### config.mk
export PLATFORM = sky130hd
export DESIGN_NAME = mmio_responder
export DESIGN_NICKNAME = d
export VERILOG_FILES = /design/src/rtl/mmio_responder.sv
export SDC_FILE = /design/constraint.sdc
export NUM_CORES = 1
export LEC_CHECK = 0
export CAP_MARGIN = 30
export CELL_PAD_IN_SITES_DETAIL_PLACEMENT = 1
export CELL_PAD_IN_SITES_GLOBAL_PLACEMENT = 1
export CORE_MARGIN = 1
export CORE_UTILIZATION = 47
export DETAILED_ROUTE_END_ITERATION = 16
export HOLD_SLACK_MARGIN = 0.08
export PLACE_DENSITY_LB_ADDON = 0.08
export SYNTH_ARGS = -nofsm -noshare
export SYNTH_HDL_FRONTEND = slang
export SYNTH_SLANG_ARGS = --single-unit
export TNS_END_PERCENT = 50
### constraint.sdc
create_clock -name clk -period 3.5 [get_ports clk]
set_input_delay 0.7 -clock clk [delete_from_list [all_inputs] [get_ports clk]]
set_output_delay 0.7 -clock clk [all_outputs]
set_load 0.01 [all_outputs]
### src/rtl/mmio_responder.sv
// MMIO responder for the 0xA region: a UART TX FIFO drained through a byte
// stream port, and a prescaled 64-bit timer whose high word is snapshotted on a TIME_LO read.
module mmio_responder #(
    parameter int unsigned RESP_LAT   = 1,
    parameter int unsigned FIFO_DEPTH = 16,
    parameter int unsigned PRESCALE   = 100
) (
    input  logic        clk,
    input  logic        rst_n,
    input  logic        req_valid,
    input  logic        req_write,
    input  logic [63:0] req_addr,
    input  logic [31:0] req_wdata,
    input  logic [3:0]  req_size,
    output logic        resp_valid,
    output logic [31:0] resp_rdata,
    output logic        ready_to_read,
    output logic        tx_valid,
    output logic [7:0]  tx_data,
    input  logic        tx_ready
);
    localparam int unsigned AW = $clog2(FIFO_DEPTH);
    localparam int unsigned PW = (PRESCALE > 1) ? $clog2(PRESCALE) : 1;
    localparam logic [3:0]    LAT     = 4'(RESP_LAT);
    localparam logic [PW-1:0] PRE_MAX = PW'(PRESCALE - 1);

    localparam logic [9:0] OFF_UART_DATA = 10'h0FE;
    localparam logic [9:0] OFF_UART_STAT = 10'h0FF;
    localparam logic [9:0] OFF_TIME_LO   = 10'h012;
    localparam logic [9:0] OFF_TIME_HI   = 10'h013;

    typedef enum logic [1:0] {IDLE, WAIT, EXEC, RESP} state_e;

    state_e      state_q, state_d;
    logic [3:0]  wcnt_q, wcnt_d;
    logic        wr_q, wr_d;
    logic [63:0] addr_q, addr_d;
    logic [31:0] wdata_q, wdata_d;
    logic [3:0]  size_q, size_d;
    logic [31:0] rdata_q, rdata_d;
    logic        err_q, err_d;
    logic [63:0] timer_q, timer_d;
    logic [PW-1:0] pre_q, pre_d;
    logic [31:0] shadow_q, shadow_d;
    logic [AW:0] wptr_q, wptr_d, rptr_q, rptr_d;
    logic [7:0]  fifo_mem_q [FIFO_DEPTH];

    logic        fifo_full, fifo_empty, push, pop, in_region;
    logic [AW:0] fifo_cnt;
    logic [9:0]  off;
    logic [31:0] exec_rdata;
    logic        unused_bits;

    // Extra pointer MSB distinguishes full from empty when the indices match.
    assign fifo_empty = (wptr_q == rptr_q);
    assign fifo_full  = (wptr_q[AW] != rptr_q[AW]) && (wptr_q[AW-1:0] == rptr_q[AW-1:0]);
    assign fifo_cnt   = wptr_q - rptr_q;
    assign tx_valid   = !fifo_empty;
    assign tx_data    = fifo_empty ? 8'h00 : fifo_mem_q[rptr_q[AW-1:0]];
    assign pop        = tx_valid && tx_ready;

    assign in_region     = (addr_q[31:28] == 4'hA);
    assign off           = addr_q[11:2];
    assign resp_valid    = (state_q == RESP);
    assign resp_rdata    = rdata_q;
    assign ready_to_read = (state_q == IDLE);
    assign unused_bits   = ^{size_q, addr_q[63:32], addr_q[27:12], addr_q[1:0], wdata_q[31:8]};

    always_comb begin
        exec_rdata = 32'h0;
        if (in_region && !wr_q) begin
            case (off)
                OFF_UART_STAT: exec_rdata = {16'h0, 8'(fifo_cnt), 5'h0, err_q, fifo_empty, fifo_full};
                OFF_TIME_LO:   exec_rdata = timer_q[31:0];
                OFF_TIME_HI:   exec_rdata = shadow_q;
                default:       exec_rdata = 32'h0;
            endcase
        end
    end

    always_comb begin
        state_d  = state_q;
        wcnt_d   = wcnt_q;
        wr_d     = wr_q;
        addr_d   = addr_q;
        wdata_d  = wdata_q;
        size_d   = size_q;
        rdata_d  = rdata_q;
        err_d    = err_q;
        shadow_d = shadow_q;
        push     = 1'b0;
        case (state_q)
            IDLE: begin
                if (req_valid) begin
                    wr_d    = req_write;
                    addr_d  = req_addr;
                    wdata_d = req_wdata;
                    size_d  = req_size;
                    wcnt_d  = LAT;
                    state_d = (LAT != 4'd0) ? WAIT : EXEC;
                end
            end
            WAIT: begin
                wcnt_d = wcnt_q - 4'd1;
                if (wcnt_q <= 4'd1) state_d = EXEC;
            end
            EXEC: begin
                // A full FIFO only accepts the push in a cycle that also pops.
                if (in_region && wr_q && off == OFF_UART_DATA && fifo_full && !pop) begin
                    state_d = EXEC;
                end else begin
                    state_d = RESP;
                    rdata_d = exec_rdata;
                    if (!in_region) err_d = 1'b1;
                    else if (wr_q && off == OFF_UART_DATA) push = 1'b1;
                    else if (!wr_q && off == OFF_TIME_LO) shadow_d = timer_q[63:32];
                end
            end
            RESP:    state_d = IDLE;
            default: state_d = IDLE;
        endcase
    end

    always_comb begin
        wptr_d  = wptr_q + (AW + 1)'(push);
        rptr_d  = rptr_q + (AW + 1)'(pop);
        pre_d   = pre_q + PW'(1);
        timer_d = timer_q;
        if (pre_q == PRE_MAX) begin
            pre_d   = '0;
            timer_d = timer_q + 64'd1;
        end
    end

    always_ff @(posedge clk or negedge rst_n) begin
        if (!rst_n) begin
            state_q  <= IDLE;
            wcnt_q   <= '0;
            wr_q     <= 1'b0;
            addr_q   <= '0;
            wdata_q  <= '0;
            size_q   <= '0;
            rdata_q  <= '0;
            err_q    <= 1'b0;
            timer_q  <= '0;
            pre_q    <= '0;
            shadow_q <= '0;
            wptr_q   <= '0;
            rptr_q   <= '0;
        end else begin
            state_q  <= state_d;
            wcnt_q   <= wcnt_d;
            wr_q     <= wr_d;
            addr_q   <= addr_d;
            wdata_q  <= wdata_d;
            size_q   <= size_d;
            rdata_q  <= rdata_d;
            err_q    <= err_d;
            timer_q  <= timer_d;
            pre_q    <= pre_d;
            shadow_q <= shadow_d;
            wptr_q   <= wptr_d;
            rptr_q   <= rptr_d;
        end
    end

    always_ff @(posedge clk) begin
        if (push) fifo_mem_q[wptr_q[AW-1:0]] <= wdata_q[7:0];
    end
endmodule

* Word-level counts from Yosys, hierarchy flattened
Memories as Yosys holds them, arrays and structs flattened. Index checks and enable logic that the tools add are counted.
Storage, ports and cells: logic and storage cells 73, memories kept 1, input bits 105, bits in latches 0, output and inout port bits 43, bits in writable memories 128, bits in registers 193, ROM bits 0
Operators by class: multiplexer cells 16, shift-type cells 0, div/mod/pow operators 0, eq/ne operators 14, multiply operators 0, $lt $le $gt $ge 1, bitwise operators 3, reductions and logical operators 20, $add $sub $neg 6
Memories:
- fifo_mem_q | depth 16, width 8, rd ports 1, clocked after Yosys merged registers in 0, wr ports 1, RTL line 46 | logic [7:0] fifo_mem_q [FIFO_DEPTH];
Operator list (count):
- 32-bit case mux with 3 select lines | 1
- 64-bit by 1-bit adder with 64-bit output, second input constant | 1
- 32-bit 2-to-1 mux | 1
- 10-bit by 5-bit equality test with 1-bit output, second input constant | 2
- 10-bit by 8-bit equality test with 1-bit output, second input constant | 2
- 5-bit by 1-bit adder with 5-bit output | 2
- 1-bit logical AND | 9
- 8-bit 2-to-1 mux | 1
- 2-bit case mux with 4 select lines | 1
- 4-bit case mux with 2 select lines | 1
- 2-bit AND reduction | 4
- 7-bit by 1-bit adder with 7-bit output, second input constant | 1
- 7-bit equality test, second input constant | 1
- 1-bit 2-to-1 mux | 7
- 7-bit 2-to-1 mux | 1
- 5-bit equality test | 1
- 5-bit AND reduction | 1
- 5-bit subtractor | 1
- 2-bit equality test, second input constant | 2
- 4-bit equality test | 1
- 4-bit equality test, second input constant | 1
- 4-bit by 1-bit less-or-equal comparator with 1-bit output, second input constant | 1
- 2-bit 2-to-1 mux | 2
- 4-bit 2-to-1 mux | 1
- other kinds (9) | 14

* Depth between registers and ports, before layout
word-level depth 9, mapped depth 12, depth with buffers taken out 9

* Worst setup path after synthesis
No wires, ideal clock.
path type reg2reg, start reg rptr_q[1], end mem fifo_mem_q[3][0] (enable), path buffers 2, required time 3.117 ns, setup time 0.383 ns, period minus slack after synthesis 3.021 ns, arrival time 2.637 ns, cell stages (with the launch flop) 10, setup slack 0.479 ns, cells stage by stage dfrtp_1 > clkbuf_1 > clkbuf_1 > inv_1 > ha_1 > nand4_1 > o31ai_1 > nor4_2 > nand3_1 > nor3_1
Between the ends: longest elaborated chain between the ends 9, elaborated cells on any way between the ends 12, those cells by class 2 x eq/ne; 4 x mux; 6 x reduce/logical
RTL lines:
- start: declaration | RTL line 45 | logic [AW:0] wptr_q, wptr_d, rptr_q, rptr_d;
- start signal: assignment | RTL line 163 | rptr_q <= rptr_d;
- 5-bit equality test | RTL line 55 | assign fifo_empty = (wptr_q == rptr_q);
- 1-bit zero test | RTL line 58 | assign tx_valid = !fifo_empty;
- 1-bit logical AND | RTL line 60 | assign pop = tx_valid && tx_ready;
- 1-bit zero test | RTL line 109 | if (in_region && wr_q && off == OFF_UART_DATA && fifo_full && !pop) begin
- 1-bit logical AND * | RTL line 109
- 1-bit 2-to-1 mux * | RTL line 109
- 1-bit 2-to-1 mux * | RTL line 92 | case (state_q)
- 1-bit 2-to-1 mux * | RTL line 168 | if (push) fifo_mem_q[wptr_q[AW-1:0]] <= wdata_q[7:0];
- 1-bit 2-to-1 mux (implied by the code) * | RTL line 168
- end: declaration | RTL line 46
Mark *: on every way between the ends. The rest lies on a longest branch, timed or not.

* Worst setup path after layout
start reg rptr_q[0], end out tx_data[7]
Between the ends: longest elaborated chain between the ends 2, elaborated cells on any way between the ends 3, those cells by class 1 x eq/ne; 1 x mux; 1 x memory
RTL lines:
- memory 16 x 8 bit / 5-bit equality test (equally long branches)
- 8-bit 2-to-1 mux * | RTL line 59 | assign tx_data = fifo_empty ? 8'h00 : fifo_mem_q[rptr_q[AW-1:0]];
- end: declaration | RTL line 19 | output logic [7:0] tx_data,
Marks and branches as above.

==> impl_metrics.csv <==
group,metric,value,unit
synthesis,avgSynthCellArea,14.3,um2
synthesis,synthTopCellsByCount,"dfrtp_1 (175), edfxtp_1 (128), nand2_1 (79), mux2_2 (56), xnor2_1 (56)",
power_and_ir_drop,p_leak,0.00609,uW
floorplanning,ioPinCount,148,
global_route,grt_pass1_vias,8518,
sta,setup_viol,0,
routing,drt_iter0_drc,374,
final_layout,final_util,0.568,
routing,firstDrtPassIters,5,
cts,clkSlewWorstSetupHoldPaths,70,ps
final_layout,area_growth,18.2,%
synthesis,synth_cells,905,
worst_setup_path,worstReg2RegStart,"rptr_q[3]",
sta,slew_headroom,0.417,
sta,min_period,3370,ps
worst_setup_path,crit_path_start,"rptr_q[0]",
cts,numCtsBuffers,31,
global_route,grt_max_degree,78,
synthesis,ys.flop_type,"dfrtp_1",
run_status,status,"complete, no violations",
sta,rsz0062_at_grt,"no",
floorplanning,die_y,168,um
sta,fin_worst_skew,12.3,ps
placed_design,gp_congestion,0.797,
placed_design,numPortBuffers,69,
cts,cts_sinks,303,
synthesis,syn-num-nets,1027,
worst_setup_path,arrival,2670,ps
sta,hold_viol,0,
cts,cts-root-buf,"clkbuf_16",
cts,postCtsHoldBufs,0,
worst_setup_path,end_kind,"output pin",
synthesis,syn_area,13000,um2
routing,drc,0,
worst_setup_path,criticalPathCategory,"register to output pin",
final_layout,layout.nets,1129,
power_and_ir_drop,irDropWorstVdd,0.000371,V
hold_path,worstHoldPathType,"input pin to async pin",
worst_setup_path,rrSetupSlack,720,ps
routing,dr_total_vias,7731,
cts,cts_tree,"yes",
sta,max_freq,0.297,GHz
synthesis,synth_top_area_cell,"dfrtp_1",
synthesis,synth.distinct_cells,55,
synthesis,yosysWarnings,0,
sta,finalSetupTns,0,ps
routing,routed_via_density,5.63,
worst_setup_path,reg2reg_depth,8,
cts,insertion_delay,560,ps
cts,post_cts_buffers,0,
routing,wl_per_cell,21.6,um
floorplanning,fp.dieW,168,um
floorplanning,start_util,0.480,
worst_setup_path,cp-endpoint,"tx_data[7]",
sta,worst_pin_slew,866,ps
worst_setup_path,worstPathRequired,2800,ps
synthesis,ys_ff_latch,303,
worst_setup_path,crit_fanout,21,
floorplanning,row_count,60,
placed_design,dpl.hpwl,20200,um
floorplanning,coreArea,27000,um2
power_and_ir_drop,p_per_area,666,nW/um2
synthesis,synth_area_leaders,"dfrtp_1 (34%), edfxtp_1 (30%), mux4_2 (6.9%), mux2_2 (4.9%), xnor2_1 (3.8%)",
sta,fin_crit_sh,0.963,
final_layout,final_layout_size_suffix_gt1_frac,0.197,
worst_setup_path,worstReg2RegEnd,"fifo_mem_q[3][6]",
final_layout,diodes,0,
run,maxCapViolations,0,
cts,cts.path.max_buffers,3,
global_route,grt_overflow,0,
floorplanning,dieArea,28300,um2
sta,drv_slew,0,
placed_design,dp_slack,412,ps
cts,htree_levels,1,
synthesis,synthArstFlopShare,0.578,
global_route,grt_usage,0.217,
synthesis,yosysTopAreaCellShare,0.337,
synthesis,synth-seq-area-share,0.633,
worst_setup_path,startpoint_type,"register",
sta,fin_ws,129,ps
global_route,grt_pass1_wl,47600,um
routing,ant_nets,0,
synthesis,synth_edf_count,128,
global_route,antenna_found_initial,0,
synthesis,yosysMostFrequentCell,"dfrtp_1",
routing,routed_wl,29600,um
critical path: stages (launching register included):
cell and delay (ps):
dfrtp_2 400, buf_12 220, mux4_2 540, mux4_2 510, nor2b_1 150, dlygate4sd2_1 280
registers in the layout (all words and copies together) (netlist names):
signal and cells:
timer_q 64, resp_rdata 32, rptr_q 5, state_q 2, wdata_q 8, addr_q 14
pre_q 7, wcnt_q 4, fifo_mem_q 128, err_q 1, wptr_q 5, wr_q 1
shadow_q 32
logic make-up after synthesis:
kind of cell    share of synthesized area
fa+ha+maj                          0.0170
compound gates                     0.0349
xor+xnor                           0.0513
buf+inv                            0.0161
simple gates                        0.111
mux                                 0.136
flops                               0.633
per-stage QoR:
step | cells | instance area (um2) | total power (uW) | hold WS (ps)
after global routing | 1372 | 15400 | 10600 | 239
after CTS | 1372 | 15400 | 10400 | 193
final | 1372 | 15400 | 10200 | 186
after global placement | 1315 | 14300 | 6820 | 448
after floorplan | 905 | 13000 | 5980 | 404
after detailed placement | 1315 | 14300 | 6940 | 473
cell usage in the layout (no fill, tap or decap), types with 29 or more instances in the layout:
| cell | instances |
|---|---|
| buf_4 | 29 |
| clkbuf_16 | 32 |
| clkdlybuf4s50_1 | 60 |
| dfrtp_1 | 174 |
| edfxtp_1 | 128 |
| mux2_2 | 56 |
| mux4_2 | 40 |
| nand2_1 | 79 |
| nand3_1 | 39 |
| nor2_1 | 33 |
| o21ai_0 | 37 |
| xnor2_1 | 56 |
worst min-delay path by stage:
| stage | start | to | slack, ps | cells after the start |
|---|---|---|---|---|
| after global placement | pre_q[0] | pre_q[0] | 450 | 1 |
| after CTS | rst_n | addr_q[28] | 190 | 1 |
| after global routing | rst_n | addr_q[30] | 240 | 1 |
| after floorplan | rst_n | addr_q[10] | 400 | 0 |
| after detailed placement | resp_rdata[28] | resp_rdata[28] | 470 | 2 |
| final | rst_n | rptr_q[1] | 190 | 1 |
layer usage:
layer	part of all wire	GRT usage	vias to the layer above
li1	-	-	3560
met1	0.42	0.277	4028
met2	0.53	0.395	104
met3	0.026	0.0233	39
met4	0.021	0.0538	0
met5	0	0	-
layout make-up:
type,count,area (um2)
clock buffer,42,928
clock inverter,15,164
fill,2583,11700
inverter,16,60.1
multi-input combinational,553,4580
sequential,303,8220
tap,341,427
timing repair buffer,102,975
power breakdown:
part	total, uW	internal, uW	switching (uW)
sequential	4530	4140	383
clock	3460	2070	1380
combinational	2240	1150	1090
what timing repair did:
action,CTS,global route
hold endpoints to repair,0,0
setup endpoints to repair,8,1
gates resized for setup,10,1
Power figures use the tool's default switching activity.
